$ cat src/rtl/forward_pass_sequencer_if.sv
// Handshake bundle between the forward-pass sequencer (master) and the conv datapath (slave).
interface forward_pass_sequencer_if #(
  parameter int N_LAYERS = 3,
  parameter int CNT_W    = 16
);
  localparam int CW = (N_LAYERS > 1) ? N_LAYERS - 1 : 1;

  logic [N_LAYERS-1:0] conv_out_v;
  logic                lsb_shift;
  logic [N_LAYERS-1:0] conv_rst;
  logic [CW-1:0]       cache_shift;
  logic                out_latch;
  logic                busy;
  logic [CNT_W-1:0]    pass_count;
  logic [CNT_W-1:0]    overrun_count;
  logic [CNT_W-1:0]    last_latency;
  logic                timeout_err;

  modport master (
    input  conv_out_v,
    output lsb_shift, conv_rst, cache_shift, out_latch, busy,
           pass_count, overrun_count, last_latency, timeout_err
  );

  modport slave (
    output conv_out_v,
    input  lsb_shift, conv_rst, cache_shift, out_latch, busy,
           pass_count, overrun_count, last_latency, timeout_err
  );
endinterface

$ cat src/rtl/forward_pass_sequencer.sv
// Sequences one forward pass per sample_clk rising edge: shift, start/await each conv layer,
// clock the activation caches between layers, then capture the output.
module forward_pass_sequencer #(
  parameter int N_LAYERS = 3,
  parameter int CNT_W    = 16,
  parameter int TIMEOUT  = 1024
) (
  input  logic clk,
  input  logic rst,
  input  logic sample_clk,
  forward_pass_sequencer_if.master bus
);
  localparam int CW = (N_LAYERS > 1) ? N_LAYERS - 1 : 1;
  localparam int LW = (N_LAYERS > 1) ? $clog2(N_LAYERS) : 1;
  localparam int WW = $clog2(TIMEOUT + 1);

  typedef enum logic [2:0] {IDLE, SHIFT, START, WAIT, CACHE, OUTPUT} state_t;

  state_t          state, state_n;
  logic [LW-1:0]   lyr, lyr_n;
  logic [WW-1:0]   wcnt, wcnt_n;
  logic            to_set, pass_done;

  // sync[0]=s1, sync[1]=s2, sync[2]=s3; all-ones reset suppresses a tick for a held-high input
  logic [2:0]      sync;
  logic            tick;

  logic                lsb_q, out_q, busy_q, to_q;
  logic [N_LAYERS-1:0] crst_q;
  logic [CW-1:0]       cache_q;
  logic [CNT_W-1:0]    pass_q, ovr_q, lat_q, lat_cnt;

  function automatic logic [CNT_W-1:0] sat_inc(input logic [CNT_W-1:0] x);
    return (&x) ? x : x + 1'b1;
  endfunction

  always_ff @(posedge clk) begin
    if (rst) sync <= 3'b111;
    else     sync <= {sync[1:0], sample_clk};
  end

  assign tick = sync[1] & ~sync[2];

  always_ff @(posedge clk) begin
    if (rst) begin
      state <= IDLE;
      lyr   <= '0;
      wcnt  <= '0;
    end else begin
      state <= state_n;
      lyr   <= lyr_n;
      wcnt  <= wcnt_n;
    end
  end

  always_comb begin
    state_n   = state;
    lyr_n     = lyr;
    wcnt_n    = wcnt;
    to_set    = 1'b0;
    pass_done = 1'b0;
    case (state)
      IDLE:   if (tick) state_n = SHIFT;
      SHIFT: begin
        state_n = START;
        lyr_n   = '0;
      end
      START: begin
        state_n = WAIT;
        wcnt_n  = '0;
      end
      WAIT: begin
        if (bus.conv_out_v[lyr]) begin
          state_n = (lyr == LW'(N_LAYERS - 1)) ? OUTPUT : CACHE;
        end else if (wcnt == WW'(TIMEOUT - 1)) begin
          state_n = IDLE;
          to_set  = 1'b1;
        end else begin
          wcnt_n = wcnt + 1'b1;
        end
      end
      CACHE: begin
        state_n = START;
        lyr_n   = lyr + 1'b1;
      end
      OUTPUT: begin
        state_n   = IDLE;
        pass_done = 1'b1;
      end
      default: state_n = IDLE;
    endcase
  end

  // Strobes are decoded from the next state so each is high exactly while its state is held.
  always_ff @(posedge clk) begin
    if (rst) begin
      lsb_q   <= 1'b0;
      crst_q  <= '0;
      cache_q <= '0;
      out_q   <= 1'b0;
      busy_q  <= 1'b0;
    end else begin
      lsb_q   <= (state_n == SHIFT);
      crst_q  <= (state_n == START) ? (N_LAYERS'(1) << lyr_n) : '0;
      cache_q <= (state_n == CACHE) ? (CW'(1) << lyr_n) : '0;
      out_q   <= (state_n == OUTPUT);
      busy_q  <= (state_n != IDLE);
    end
  end

  // lat_cnt holds 1 in IDLE so it reads 1 during SHIFT and the OUTPUT cycle's index at the end.
  always_ff @(posedge clk) begin
    if (rst) begin
      lat_cnt <= '0;
      pass_q  <= '0;
      ovr_q   <= '0;
      lat_q   <= '0;
      to_q    <= 1'b0;
    end else begin
      lat_cnt <= (state == IDLE) ? CNT_W'(1) : sat_inc(lat_cnt);
      if (pass_done) begin
        pass_q <= sat_inc(pass_q);
        lat_q  <= lat_cnt;
      end
      if (tick && state != IDLE) ovr_q <= sat_inc(ovr_q);
      if (to_set) to_q <= 1'b1;
    end
  end

  assign bus.lsb_shift     = lsb_q;
  assign bus.conv_rst      = crst_q;
  assign bus.cache_shift   = cache_q;
  assign bus.out_latch     = out_q;
  assign bus.busy          = busy_q;
  assign bus.pass_count    = pass_q;
  assign bus.overrun_count = ovr_q;
  assign bus.last_latency  = lat_q;
  assign bus.timeout_err   = to_q;
endmodule

$ cat src/flat_wrapper.sv
// flat-port wrapper written by rule: the top's interface ports become plain ports
module forward_pass_sequencer_flat 
#(
  parameter int N_LAYERS = 3,
  parameter int CNT_W    = 16,
  parameter int TIMEOUT  = 1024
)
  (clk, rst, sample_clk, bus_conv_out_v, bus_lsb_shift, bus_conv_rst, bus_cache_shift, bus_out_latch, bus_busy, bus_pass_count, bus_overrun_count, bus_last_latency, bus_timeout_err);
  forward_pass_sequencer_if #(.N_LAYERS(N_LAYERS), .CNT_W(CNT_W)) bus_i ();
  input  logic clk;
  input  logic rst;
  input  logic sample_clk;
  input wire logic [$bits(bus_i.conv_out_v)-1:0] bus_conv_out_v;
  output wire logic [$bits(bus_i.lsb_shift)-1:0] bus_lsb_shift;
  output wire logic [$bits(bus_i.conv_rst)-1:0] bus_conv_rst;
  output wire logic [$bits(bus_i.cache_shift)-1:0] bus_cache_shift;
  output wire logic [$bits(bus_i.out_latch)-1:0] bus_out_latch;
  output wire logic [$bits(bus_i.busy)-1:0] bus_busy;
  output wire logic [$bits(bus_i.pass_count)-1:0] bus_pass_count;
  output wire logic [$bits(bus_i.overrun_count)-1:0] bus_overrun_count;
  output wire logic [$bits(bus_i.last_latency)-1:0] bus_last_latency;
  output wire logic [$bits(bus_i.timeout_err)-1:0] bus_timeout_err;
  assign bus_i.conv_out_v = bus_conv_out_v;
  assign bus_lsb_shift = bus_i.lsb_shift;
  assign bus_conv_rst = bus_i.conv_rst;
  assign bus_cache_shift = bus_i.cache_shift;
  assign bus_out_latch = bus_i.out_latch;
  assign bus_busy = bus_i.busy;
  assign bus_pass_count = bus_i.pass_count;
  assign bus_overrun_count = bus_i.overrun_count;
  assign bus_last_latency = bus_i.last_latency;
  assign bus_timeout_err = bus_i.timeout_err;
  forward_pass_sequencer #(.N_LAYERS(N_LAYERS), .CNT_W(CNT_W), .TIMEOUT(TIMEOUT)) u_core (.clk(clk), .rst(rst), .sample_clk(sample_clk), .bus(bus_i));
endmodule
$ cat config.mk
export PLATFORM = sky130hd
export DESIGN_NAME = forward_pass_sequencer_flat
export DESIGN_NICKNAME = d
export VERILOG_FILES = /design/src/rtl/forward_pass_sequencer_if.sv /design/src/rtl/forward_pass_sequencer.sv /design/src/flat_wrapper.sv
export SDC_FILE = /design/constraint.sdc
export NUM_CORES = 1
export LEC_CHECK = 0
export CAP_MARGIN = 20
export CELL_PAD_IN_SITES_DETAIL_PLACEMENT = 0
export CELL_PAD_IN_SITES_GLOBAL_PLACEMENT = 1
export CORE_MARGIN = 5
export CORE_UTILIZATION = 30
export CTS_BUF_LIST = sky130_fd_sc_hd__clkbuf_8
export CTS_CLUSTER_SIZE = 25
export DETAILED_ROUTE_END_ITERATION = 10
export PLACE_DENSITY = 0.61
export SLEW_MARGIN = 20
export SYNTH_ARGS = -nofsm -noshare
export SYNTH_HDL_FRONTEND = slang
export SYNTH_SLANG_ARGS = --single-unit
$ cat constraint.sdc
create_clock -name clk -period 3.3 [get_ports clk]
set_input_delay 0.66 -clock clk [delete_from_list [all_inputs] [get_ports clk]]
set_output_delay 0.66 -clock clk [all_outputs]
set_load 0.005 [all_outputs]
# Word-level counts from Yosys, hierarchy flattened
# Cells that the tools add are included.
# W data, S select, Z words.
[word_totals]
regBits = 92
input_bits = 6
output_inout_bits = 57
elab_cells = 75
[classes]
add_sub_neg = 5
n_lt_le_gt_ge = 1
eq_ne = 14
n_shift = 2
muxes = 17
bitwise_logic = 6
n_reduce_logical = 15
[ops]
columns = ["operator", "n"]
rows = [
  ["$add A16 B1 Y16 const B", 3],
  ["$reduce_and A16 Y1", 3],
  ["$mux W11", 2],
  ["$pmux W11 S2", 1],
  ["$eq A3 B3 Y1 const B", 4],
  ["$pmux W3 S4", 1],
  ["$add A11 B1 Y11 const B", 1],
  ["$eq A11 B10 Y1 const B", 1],
  ["$eq A3 B2 Y1 const B", 3],
  ["$mux W3", 3],
  ["$mux W1", 8],
  ["$reduce_or A2 Y1", 4],
  ["$eq A3 B1 Y1 const B", 2],
  ["$reduce_bool A3 Y1", 2],
  ["$not A1 Y1", 5],
  ["$ne A2 B2 Y1 const B", 2],
  ["$pmux W2 S2", 1],
  ["$reduce_and A2 Y1", 2],
  ["$logic_not A3 Y1", 1],
  ["$lt A2 B3 Y1 const B", 1],
  ["$reduce_and A3 Y1", 1],
  ["$shl A1 B2 Y3 const A", 1],
  ["$add A2 B1 Y2 const B", 1],
  ["$bmux W1 S2", 1],
  ["6 further kinds", 6],
]

# Depth between registers and ports, before layout
[logic_depth]
depth_word = 7
depth_mapped = 7
mapped_depth_nobuf = 6

# Least setup slack after synthesis
# Ideal clock, no wire load.
[synth_path]
path_kind = "in2reg"
startpoint = "input bus_conv_out_v[1]"
endpoint = "register u_core.crst_q[0] (netlist: u_core.bus.conv_rst[0])"
t_arrival_ns = 1.694
path_slack_ns = 1.528
cell_stages = 5
n_path_buf = 0
path_cell_list = "mux2i_1 o21ai_1 o31a_1 a211o_1 nor3_1"
[synth_between]
elab_chain_cells = 7
[synth_rtl]
columns = ["element", "line", "source"]
rows = [
  ["from (decl)", "flat_wrapper.sv:13", "input wire logic [$bits(bus_i.conv_out_v)-1:0] bus_conv_out_v;"],
  ["$bmux W1 S2", "forward_pass_sequencer.sv:73", "if (bus.conv_out_v[lyr]) begin"],
  ["$mux W1 (implied by the code)", "forward_pass_sequencer.sv:73", ""],
  ["$mux W3", "forward_pass_sequencer.sv:73", ""],
  ["$pmux W3 S4", "forward_pass_sequencer.sv:62", "case (state)"],
  ["$eq A3 B2 Y1", "forward_pass_sequencer.sv:104", "crst_q <= (state_n == START) ? (N_LAYERS'(1) << lyr_n) : '0;"],
  ["$not A1 Y1 (no source line)", "--", ""],
  ["$reduce_or A2 Y1 (no source line)", "--", ""],
  ["to (signal assigned)", "forward_pass_sequencer.sv:104", ""],
  ["to (decl)", "forward_pass_sequencer.sv:29", "logic [N_LAYERS-1:0] crst_q;"],
]
# Every way passes these cells. The select of a mux whose other input is x is not followed.
# A chain may end at the register's enable or synchronous reset.

# Worst setup path in the final report
[layout_path]
startpoint = "register u_core.state[2]"
endpoint = "register u_core.pass_q[11] (netlist: u_core.bus.pass_count[11])"
[layout_between]
elab_chain_cells = 3
[layout_rtl]
columns = ["element", "line", "source"]
rows = [
  ["from (decl)", "forward_pass_sequencer.sv:19", "state_t state, state_n;"],
  ["from (signal assigned)", "forward_pass_sequencer.sv:50", "state <= state_n;"],
  ["$eq A3 B3 Y1", "forward_pass_sequencer.sv:62", ""],
  ["$mux W1", "forward_pass_sequencer.sv:62", ""],
  ["$reduce_and A2 Y1 (no source line)", "--", ""],
  ["to (signal assigned)", "forward_pass_sequencer.sv:122", "pass_q <= sat_inc(pass_q);"],
  ["to (decl)", "forward_pass_sequencer.sv:31", "logic [CNT_W-1:0] pass_q, ovr_q, lat_q, lat_cnt;"],
]
# Every way passes these cells.

==> flow_summary.json <==
{
  "status": "finished clean",
  "initialDrtViolationCount": 180,
  "holdCritStartpoint": "u_core.sync[0]",
  "yosysTopAreaCell": "dfxtp_1",
  "wl_met1_um": 4690,
  "critical_path_required_ns": 3.62,
  "ant_nets": 0,
  "hp-class": "reg -> reg",
  "synth.cell_area_mm2": 0.00414,
  "finalNetCount": 547,
  "reg2reg_slack_ns": 1.14,
  "route.detailed.wl_per_inst_um": 13.3,
  "setup_viol": 0,
  "finClkSkew_ns": 0.0108,
  "clk_latency_ns": 0.37,
  "cts.clk_slew.worst_paths_ns": 0.08,
  "post-cts-setup-buffers": 0,
  "synth.distinct_cells": 57,
  "synth_compound_area_share_pct": 8.93,
  "yosysSeqAreaShare_pct": 44.5,
  "post_cts_resize_count": 0,
  "synth_top_family_by_area": "simple AND/OR/NAND/NOR gates",
  "synth-adder-area-share_pct": 1.51,
  "layout_min_cycle_time_ns": 2.16,
  "dieWidth_um": 127,
  "grt_pass1_wl_um": 16200,
  "layout-drive-gt1-share_pct": 6.31,
  "p_per_area_mw_per_mm2": 389,
  "dr.pass1.iters": 4,
  "yosysMostFrequentCell": "dfxtp_1",
  "via_per_inst": 4.76,
  "worstPathCellList": "and3b_1 > buf_4 > nand3_1 > or4b_1 > nor3_1 > a21o_1",
  "track_usage_pct": 12.2,
  "met2RoutedLength_um": 4250,
  "fmax_mhz": 464,
  "grt_pass1_vias": 3280,
  "vias": 3419,
  "hold-path-endpoint": "u_core.sync[1]",
  "grt.overflow.total": 0,
  "utilization_pct": 37.0,
  "setup_tns_ns": 0,
  "synth_seq_cells": 92,
  "grt_max_degree": 41,
  "worst_pin_slew_ns": 0.702,
  "rows": 43,
  "endpoint_kind": "flop",
  "cp_max_fo": 21,
  "diodes": 0,
  "relSlewSlack_pct": 52.7,
  "drt-total-wl_um": 9560,
  "die-height_um": 127,
  "ys_warn_count": 0,
  "clock-root-buffer": "clkbuf_8",
  "startpoint_type": "flop",
  "core_mm2": 0.0137,
  "cts_tree": "done",
  "slew_violations": 0,
  "syn_avg_cell_area_um2": 8.62,
  "synth_fp_nets": 491,
  "synth_mux_area_share_pct": 1.97,
  "num_io_pins": 63,
  "r2r-end": "u_core.bus.pass_count[11]",
  "setup_slack_ns": 1.14,
  "cts_inserted_buffers": 9,
  "clk_path_buf_depth": 2,
  "ys.flop_type": "dfxtp_1",
  "synth_top_cell_area_share_pct": 44.5,
  "r2r_start": "u_core.state[2]",
  "rsz0062_at_grt": "false",
  "yosys.area_share.simple_pct": 31.0,
  "initial_utilization_pct": 30.1,
  "hold_slack_ns": 0.413,
  "cts_hold_buf": 0,
  "async_reset_ff_share_pct": 0,
  "drcViolationCount": 0,
  "worstSetupPathType": "reg -> reg",
  "fin_crit_sh_pct": 65.3,
  "crit_arrival_ns": 2.47,
  "synthXorXnorAreaFrac_pct": 8.90,
  "hold-path-cell-count": 1,
  "post-dp-hpwl_um": 6800,
  "max_stage_delay_ns": 0.60,
  "clock_sinks": 92,
  "leakagePower_nw": 1.63,
  "hold_viol_final": 0,
  "ir_worst_vdd_mv": 0.122,
  "synth_edf_count": 0,
  "antenna_found_initial": 0,
  "synthTopCellsByArea": "dfxtp_1 (45%), xnor2_1 (8.0%), nand2_1 (5.7%)",
  "top_layer": "met4",
  "io_buffers": 62,
  "dp_slack_ns": 1.00,
  "critPathSlowestCell": "dfxtp_1",
  "synthCells": 480,
  "cap_violations": 0,
  "fillCellCount": 1417,
  "synth_common_cells": "dfxtp_1 (92), nand2_1 (63), nor2_1 (63)",
  "h-tree-depth": 3,
  "total_power_mw": 1.98,
  "area_delta_synth_final_pct": 22.8,
  "reg2regPathDepth": 6,
  "place.gp.congestion": 0.780,
  "met3WireLength_um": 458,
  "dieArea_mm2": 0.0162
}
==> power breakdown <==
part	leakage, nW	internal, mW	switching [mW]
clock network	0.0941	0.325	0.378
logic	0.792	0.0529	0.0731
registers	0.742	1.13	0.0206
==> critical path: cells and delay by family, from the launching register on <==
| kind | cells | cell delay, ns |
|---|---|---|
| AO/OA/AOI/OAI | 1 | 0.10 |
| buffers and inverters | 1 | 0.24 |
| flip-flops | 1 | 0.60 |
| AND/OR/NAND/NOR | 4 | 1.16 |
==> flip-flops by register name, summed over array words and instances (netlist names) <==
signal	flops
u_core.bus.last_latency	16
u_core.bus.overrun_count	16
u_core.lyr	2
u_core.bus.pass_count	16
u_core.state	3
u_core.bus.timeout_err	1
u_core.wcnt	11
u_core.bus.conv_rst	3
u_core.sync	3
u_core.bus.out_latch	1
u_core.bus.busy	1
u_core.bus.lsb_shift	1
u_core.lat_cnt	16
u_core.bus.cache_shift	2
==> cell families (layout without fill, tap and decap cells) <==
logic type	Yosys count	count (layout)
AND/OR/NAND/NOR	243	243
flip-flops	92	92
AO/OA/AOI/OAI	62	62
XOR/XNOR	42	42
buffers and inverters	28	87
multiplexers	8	8
adder cells (fa/ha/maj)	5	5
==> cell usage in the layout (no fill, tap or decap), types with 3 or more instances in the layout <==
master and n:
a211oi_1 3, a21oi_1 35, and3_1 4, and3b_1 3, and4_1 3, buf_4 4, clkbuf_8 12, clkdlybuf4s50_1 61
dfxtp_1 92, ha_1 5, inv_1 7, mux2i_1 7, nand2_1 63, nand2b_1 3, nand3_1 15, nand3b_1 3
nand4_1 11, nor2_1 63, nor3_1 25, nor3b_1 6, nor4_1 17, o21ai_0 5, or2_2 5, or3_1 4
xnor2_1 38, xor2_1 4
==> through the flow <==
stage / cells / instance area [µm²]
after floorplan: 480 / 4140
after global placement: 705 / 4900
after detailed placement: 705 / 4900
after CTS: 719 / 5080
after global routing: 719 / 5080
final: 719 / 5080
==> worst max path at each step <==
stage                           start                   endpoint  slack, ns  depth (start not counted)
global route          u_core.state[0]  u_core.bus.pass_count[11]        1.0                          6
floorplan           bus_conv_out_v[1]     u_core.bus.conv_rst[0]       1.53                          5
global placement    bus_conv_out_v[1]     u_core.bus.conv_rst[2]       1.05                          6
finish                u_core.state[2]  u_core.bus.pass_count[11]       1.14                          6
detailed placement  bus_conv_out_v[1]     u_core.bus.conv_rst[0]       1.00                          6
CTS                   u_core.state[0]  u_core.bus.pass_count[11]       1.13                          6
==> routing by layer <==
| layer | global-route usage [%] | up-vias |
|---|---|---|
| met5 | 0 | - |
| met4 | 4.54 | 0 |
| met3 | 4.10 | 11 |
| met2 | 19.0 | 44 |
| met1 | 15.9 | 1576 |
| li1 | - | 1788 |
==> area by class of cell <==
class,instances,area (µm²),share of cell area (%)
clock inverter,2,10.0,0.197
sequential,92,1840,36.3
multi-input combinational,360,2160,42.6
tap,180,225,4.44
timing repair buffer,66,646,12.7
inverter,7,26.3,0.518
clock buffer,12,165,3.25
Note: power is estimated with default switching activity, not from simulation.
